--- src/rtl/dmem_pkg.sv ---
// Shared constants and types for the data-memory access controller.
// Build option: DMEM_ALIGN_CHECK_EN (see dmem_addr_check).
package dmem_pkg;

  localparam int ADDR_W    = 16;
  localparam int DATA_W    = 16;
  localparam int WORD_LSB  = 2;
  localparam int MEM_DEPTH = 256;

  // Address bits at and above RANGE_LSB must be zero to land inside the
  // memory; for a 256-word memory with word index addr[9:2] this is 15:10.
  localparam int RANGE_LSB = WORD_LSB + $clog2(MEM_DEPTH);
  localparam int RANGE_MSB = ADDR_W - 1;

  typedef enum logic [1:0] {
    ST_IDLE  = 2'd0,
    ST_READ  = 2'd1,
    ST_WRITE = 2'd2,
    ST_RESP  = 2'd3
  } state_t;

endpackage

--- src/rtl/dmem_access_ctrl_if.sv ---
// Core-side request/response channels of the data-memory access controller.
//
// Handshake: a transfer happens on a rising clock edge where valid and ready
// are both 1. Once valid is raised, the sender holds valid and its payload
// unchanged until that edge; ready may change freely and does not depend on
// valid.
interface dmem_access_ctrl_if
  import dmem_pkg::*;
();

  logic              req_valid;
  logic              req_ready;
  logic              req_we;
  logic [ADDR_W-1:0] req_addr;
  logic [DATA_W-1:0] req_wdata;

  logic              resp_valid;
  logic              resp_ready;
  logic [DATA_W-1:0] resp_rdata;
  logic              resp_err;

  // Core pipeline side.
  modport master (
    output req_valid, req_we, req_addr, req_wdata, resp_ready,
    input  req_ready, resp_valid, resp_rdata, resp_err
  );

  // Controller side.
  modport slave (
    input  req_valid, req_we, req_addr, req_wdata, resp_ready,
    output req_ready, resp_valid, resp_rdata, resp_err
  );

endinterface

--- src/rtl/dmem_addr_check.sv ---
// Combinational address-fault decode for the data-memory access controller.
// Build option: DMEM_ALIGN_CHECK_EN adds a word-alignment fault.
module dmem_addr_check
  import dmem_pkg::*;
(
  input  logic [ADDR_W-1:0] addr,
  output logic              fault
);

  logic range_fault;

  // Anything above the top word of the 256-word memory is a fault.
  assign range_fault = (addr[RANGE_MSB:RANGE_LSB] != '0);

`ifdef DMEM_ALIGN_CHECK_EN
  logic align_fault;
  logic unused_word_idx;

  // A byte offset inside the word is rejected when alignment is enforced.
  assign align_fault     = (addr[WORD_LSB-1:0] != '0);
  assign fault           = range_fault | align_fault;
  assign unused_word_idx = ^addr[RANGE_LSB-1:WORD_LSB];
`else
  logic unused_low_bits;

  // Byte offset is ignored: the access goes to word addr[9:2].
  assign fault           = range_fault;
  assign unused_low_bits = ^addr[RANGE_LSB-1:0];
`endif

endmodule

--- src/rtl/dmem_access_ctrl.sv ---
// Load/store initiator between the core pipeline and data_memory.
// One word request at a time; loads return captured read data, stores return
// zero, faulting addresses return resp_err without touching memory.
// Build option: DMEM_ALIGN_CHECK_EN (passed through to dmem_addr_check).
module dmem_access_ctrl
  import dmem_pkg::*;
(
  input  logic                 clk,
  input  logic                 reset,
  dmem_access_ctrl_if.slave    core,
  output logic [ADDR_W-1:0]    mem_access_addr,
  output logic [DATA_W-1:0]    mem_write_data,
  output logic                 mem_write_en,
  output logic                 mem_read,
  input  logic [DATA_W-1:0]    mem_read_data,
  output state_t               dbg_state
);

  state_t            state_q;
  state_t            state_d;
  logic              accept;
  logic              addr_fault;

  logic [ADDR_W-1:0] req_addr_q;
  logic [DATA_W-1:0] req_wdata_q;
  logic              req_we_q;

  logic [DATA_W-1:0] resp_rdata_q;
  logic              resp_err_q;

  dmem_addr_check u_addr_check (
    .addr  (core.req_addr),
    .fault (addr_fault)
  );

  // Next-state decode; a request is taken only while idle.
  always_comb begin
    state_d = state_q;
    accept  = 1'b0;
    case (state_q)
      ST_IDLE: begin
        if (core.req_valid) begin
          accept = 1'b1;
          if (addr_fault) begin
            state_d = ST_RESP;
          end else if (core.req_we) begin
            state_d = ST_WRITE;
          end else begin
            state_d = ST_READ;
          end
        end
      end
      ST_READ:  state_d = ST_RESP;
      ST_WRITE: state_d = ST_RESP;
      ST_RESP: begin
        if (core.resp_ready) begin
          state_d = ST_IDLE;
        end
      end
      default:  state_d = ST_IDLE;
    endcase
  end

  // State register; reset drops any access in flight.
  always_ff @(posedge clk or negedge reset) begin
    if (!reset) begin
      state_q <= ST_IDLE;
    end else begin
      state_q <= state_d;
    end
  end

  // Request registers hold the accepted request for the memory cycle.
  always_ff @(posedge clk or negedge reset) begin
    if (!reset) begin
      req_addr_q  <= '0;
      req_wdata_q <= '0;
      req_we_q    <= 1'b0;
    end else if (accept) begin
      req_addr_q  <= core.req_addr;
      req_wdata_q <= core.req_wdata;
      req_we_q    <= core.req_we;
    end
  end

  // Response registers: fault flag set at accept, data set by the memory
  // cycle, both cleared once the core has taken the response.
  always_ff @(posedge clk or negedge reset) begin
    if (!reset) begin
      resp_rdata_q <= '0;
      resp_err_q   <= 1'b0;
    end else begin
      case (state_q)
        ST_IDLE: begin
          if (accept) begin
            resp_rdata_q <= '0;
            resp_err_q   <= addr_fault;
          end
        end
        ST_READ:  resp_rdata_q <= mem_read_data;
        ST_WRITE: resp_rdata_q <= '0;
        ST_RESP: begin
          if (core.resp_ready) begin
            resp_rdata_q <= '0;
            resp_err_q   <= 1'b0;
          end
        end
        default: begin
          resp_rdata_q <= '0;
          resp_err_q   <= 1'b0;
        end
      endcase
    end
  end

  // Strobes and handshake flags decode from the state register alone, so
  // they can never overlap and fall as soon as reset is asserted.
  assign core.req_ready  = (state_q == ST_IDLE);
  assign core.resp_valid = (state_q == ST_RESP);
  assign core.resp_rdata = resp_rdata_q;
  assign core.resp_err   = resp_err_q;

  assign mem_read        = (state_q == ST_READ);
  assign mem_write_en    = (state_q == ST_WRITE);
  assign mem_access_addr = req_addr_q;
  assign mem_write_data  = req_wdata_q;

  assign dbg_state       = state_q;

  // The stored direction is implied by READ/WRITE; kept for debug visibility.
  logic unused_we;
  assign unused_we = req_we_q;

endmodule

--- src/flat_wrapper.sv ---
// flat-port wrapper written by rule: the top's interface ports become plain ports
module dmem_access_ctrl_flat import dmem_pkg::*;
  (clk, reset, mem_access_addr, mem_write_data, mem_write_en, mem_read, mem_read_data, dbg_state, core_req_valid, core_req_we, core_req_addr, core_req_wdata, core_resp_ready, core_req_ready, core_resp_valid, core_resp_rdata, core_resp_err);
  dmem_access_ctrl_if core_i ();
  input  logic clk;
  input  logic reset;
  output logic [ADDR_W-1:0] mem_access_addr;
  output logic [DATA_W-1:0] mem_write_data;
  output logic mem_write_en;
  output logic mem_read;
  input  logic [DATA_W-1:0] mem_read_data;
  output state_t dbg_state;
  input wire logic [$bits(core_i.req_valid)-1:0] core_req_valid;
  input wire logic [$bits(core_i.req_we)-1:0] core_req_we;
  input wire logic [$bits(core_i.req_addr)-1:0] core_req_addr;
  input wire logic [$bits(core_i.req_wdata)-1:0] core_req_wdata;
  input wire logic [$bits(core_i.resp_ready)-1:0] core_resp_ready;
  output wire logic [$bits(core_i.req_ready)-1:0] core_req_ready;
  output wire logic [$bits(core_i.resp_valid)-1:0] core_resp_valid;
  output wire logic [$bits(core_i.resp_rdata)-1:0] core_resp_rdata;
  output wire logic [$bits(core_i.resp_err)-1:0] core_resp_err;
  assign core_i.req_valid = core_req_valid;
  assign core_i.req_we = core_req_we;
  assign core_i.req_addr = core_req_addr;
  assign core_i.req_wdata = core_req_wdata;
  assign core_i.resp_ready = core_resp_ready;
  assign core_req_ready = core_i.req_ready;
  assign core_resp_valid = core_i.resp_valid;
  assign core_resp_rdata = core_i.resp_rdata;
  assign core_resp_err = core_i.resp_err;
  dmem_access_ctrl u_core (.clk(clk), .reset(reset), .core(core_i), .mem_access_addr(mem_access_addr), .mem_write_data(mem_write_data), .mem_write_en(mem_write_en), .mem_read(mem_read), .mem_read_data(mem_read_data), .dbg_state(dbg_state));
endmodule
--- config.mk ---
export PLATFORM = sky130hd
export DESIGN_NAME = dmem_access_ctrl_flat
export DESIGN_NICKNAME = d
export VERILOG_FILES = /design/src/rtl/dmem_pkg.sv /design/src/rtl/dmem_access_ctrl_if.sv /design/src/rtl/dmem_addr_check.sv /design/src/rtl/dmem_access_ctrl.sv /design/src/flat_wrapper.sv
export SDC_FILE = /design/constraint.sdc
export NUM_CORES = 1
export LEC_CHECK = 0
export CAP_MARGIN = 10
export CORE_ASPECT_RATIO = 0.6
export CORE_MARGIN = 3
export CORE_UTILIZATION = 30
export CTS_BUF_LIST = sky130_fd_sc_hd__clkbuf_8
export DETAILED_ROUTE_END_ITERATION = 10
export PLACE_DENSITY = 0.65
export SYNTH_ARGS = -nofsm -noshare
export SYNTH_HDL_FRONTEND = slang
export SYNTH_SLANG_ARGS = --single-unit
export TNS_END_PERCENT = 1
--- constraint.sdc ---
create_clock -name clk -period 2.2 [get_ports clk]
set_input_delay 0.66 -clock clk [delete_from_list [all_inputs] [get_ports clk]]
set_output_delay 0.66 -clock clk [all_outputs]
set_load 0.01 [all_outputs]
==> results.yml <==
run_status:
  outcome: "finished clean"
synthesis:
  syn_area_sq_mm: 0.00227
  synth.ff_latch_count: 51
  yosys_warn_count: 0
  synth_top_cell_area_share: 0.561
  yosysTopAreaCell: "sky130_fd_sc_hd__dfrtp_1"
  seq_area_frac_synth: 0.561
  yosys-top-cells-area: "sky130_fd_sc_hd__dfrtp_1 56%, sky130_fd_sc_hd__mux2_4 20%, sky130_fd_sc_hd__mux2i_1 7.9%"
  synth_cells: 160
  avgSynthCellArea_sq_um: 14.2
  syn_nets: 217
  post_synth_num_cell_types: 19
pwr:
  power_mw: 4.77
  powerDensity_mw_per_mm2: 1340
  leakage_nw: 1.65
  vdd.ir_drop.worst_uv: 575
timing:
  fin_hold_ws_ns: 0.336
  fin_crit_sh: 0.904
  unrepaired_setup_endpoints_after_global_routing: "no"
  tightest_slew_ns: 0.329
  final_hold_viol_count: 0
  worst_slew_margin_rel: 0.779
  skew_ns: 0.00996
  fin_setup_tns_ns: 0
  max_slew_violation_count: 0
  final_setup_violation_count: 0
  fin_crit_ns: 1.99
  clock.fmax_ghz: 0.503
layout:
  area_growth_pct: 56.9
  num-fill-cells: 653
  utilization: 0.510
  drive_gt1_frac: 0.187
  final_common_cell: "sky130_fd_sc_hd__clkdlybuf4s50_1"
  design.final.nets: 329
  layout.cells.most_common_list: "102 x sky130_fd_sc_hd__clkdlybuf4s50_1, 51 x sky130_fd_sc_hd__dfrtp_1, 30 x sky130_fd_sc_hd__mux2_4, 22 x sky130_fd_sc_hd__inv_1, 18 x sky130_fd_sc_hd__mux2i_1"
  antenna_cells: 0
clock_network:
  htreeDepth: 2
  cts_buffers: 5
  postCtsHoldBufs: 0
  clock-sinks: 51
  ctsRootBufferMaster: "sky130_fd_sc_hd__clkbuf_8"
  clock_path_buffers: 2
  insertion_delay_ns: 0.29
  path_clk_slew_ns: 0.10
  tritoncts_clock_tree: "built"
critical_path:
  crit_path_end_kind: "output port"
  crit_path_start_kind: "flip-flop"
  worst_ep_arrival_time_ns: 1.33
  critPathMaxFanout: 4
  worst-setup-path-type: "reg -> out"
  cp_data_required_time_ns: 1.54
die:
  initial_core_util: 0.325
  chipWidth_um: 118
  fp.dieH_um: 73.5
  boundaryPins: 108
  core_region_area_sq_mm: 0.00699
  fp-row-count: 23
  die_ar_sq_mm: 0.00870
detailed_routing:
  drt_drc_violations_left: 0
  detail_route.wl_per_cell_um: 14.4
  drt_iter0_markers: 93
  routed_wl_um: 5380
  vias: 1564
  final_ant_viol_nets: 0
  first_pass_iters: 4
  drt-vias-per-instance: 4.19
hold_path:
  min-delay-path-class: "in -> async"
place:
  final_hpwl_dp_um: 4010
  number_of_buffers_inserted_by_port_buffering: 107
  place.gp.congestion: 0.710
job:
  maxCapViolations: 0
grt:
  initial_antenna_violation_count: 0
  first_global_vias: 1667
  grt_first_pass_wirelength_um: 8650
  gr-usage-all-layers: 0.126
  gr-total-overflow: 0
  grt_max_degree: 52
worst max-delay path: stages, from the launching register on:
cell and delay, ns:
sky130_fd_sc_hd__dfrtp_1 0.43, sky130_fd_sc_hd__inv_1 0.12, sky130_fd_sc_hd__ha_1 0.19, sky130_fd_sc_hd__dlygate4sd2_1 0.29
final timing paths:
path	slack (ns)	from	cells after the start	endpoint
max	0.21	u_core.dbg_state[1]	3	mem_read
min	0.34	reset	2	u_core.mem_write_data[13]
max reg2reg	0.51	u_core.dbg_state[0]	6	u_core.mem_access_addr[5]
min reg2reg	0.51	u_core.mem_access_addr[4]	1	u_core.mem_access_addr[4]
max in group asynchronous	1.62	reset	2	u_core.core.resp_rdata[2]
min in group clk	0.51	u_core.mem_access_addr[4]	1	u_core.mem_access_addr[4]
where the power goes:
group / internal (mW) / total [mW] / switching (mW)
sequential: 1.38 / 1.65 / 0.267
combinational: 1.61 / 2.57 / 0.962
clock: 0.254 / 0.554 / 0.300
routing by layer:
layer,part of all wire,routed length (um),global-route usage
met4,0.0039,21,0.0308
met2,0.38,2060,0.175
met3,0.11,588,0.0592
met1,0.50,2710,0.176
met5,0,0,0
layout make-up:
class / instances / area, sq um / area share
flip-flops and latches: 51 / 1280 / 0.358
repair buffers: 112 / 1140 / 0.319
multi-input cells: 80 / 850 / 0.238
clock buffers: 6 / 82.6 / 0.0231
clock inverters: 2 / 12.5 / 0.00351
well taps: 100 / 125 / 0.0351
inverters: 22 / 82.6 / 0.0231
through the flow:
| step | setup slack (ns) | cells | instance area [sq um] |
|---|---|---|---|
| finish | 0.212 | 373 | 3570 |
| global route | 0.141 | 373 | 3570 |
| CTS | 0.0245 | 373 | 3560 |
| detailed placement | 0.192 | 365 | 3470 |
| global placement | 0.219 | 365 | 3470 |
| floorplan | 0.633 | 160 | 2270 |
synthesized netlist by cell type, drive strengths merged:
cell,instances
o221ai,1
nor2,2
o22ai,1
a21oi,1
nor4,1
mux2,33
dfrtp,51
inv,22
ha,4
mux2i,18
clkbuf,1
buf,6
nand2,17
a41o,2
timing repair:
action                     CTS  global route
gates resized for setup      3             2
setup endpoints to repair    3             1
buffers inserted             0             0
cells by family after synthesis:
kind of cell | Yosys count | synth area share
AO/OA/AOI/OAI | 5 | 0.0204
buffers and inverters | 29 | 0.0665
adder cells (fa/ha/maj) | 4 | 0.0220
flip-flops | 51 | 0.561
AND/OR/NAND/NOR | 20 | 0.0380
multiplexers | 51 | 0.292
flip-flops by register name, indices dropped and copies added, names as in the netlist:
signal	count
u_core.dbg_state	2
u_core.core.resp_rdata	16
u_core.mem_access_addr	16
u_core.mem_write_data	16
u_core.core.resp_err	1
No activity file was read; power rests on OpenSTA's default activity.
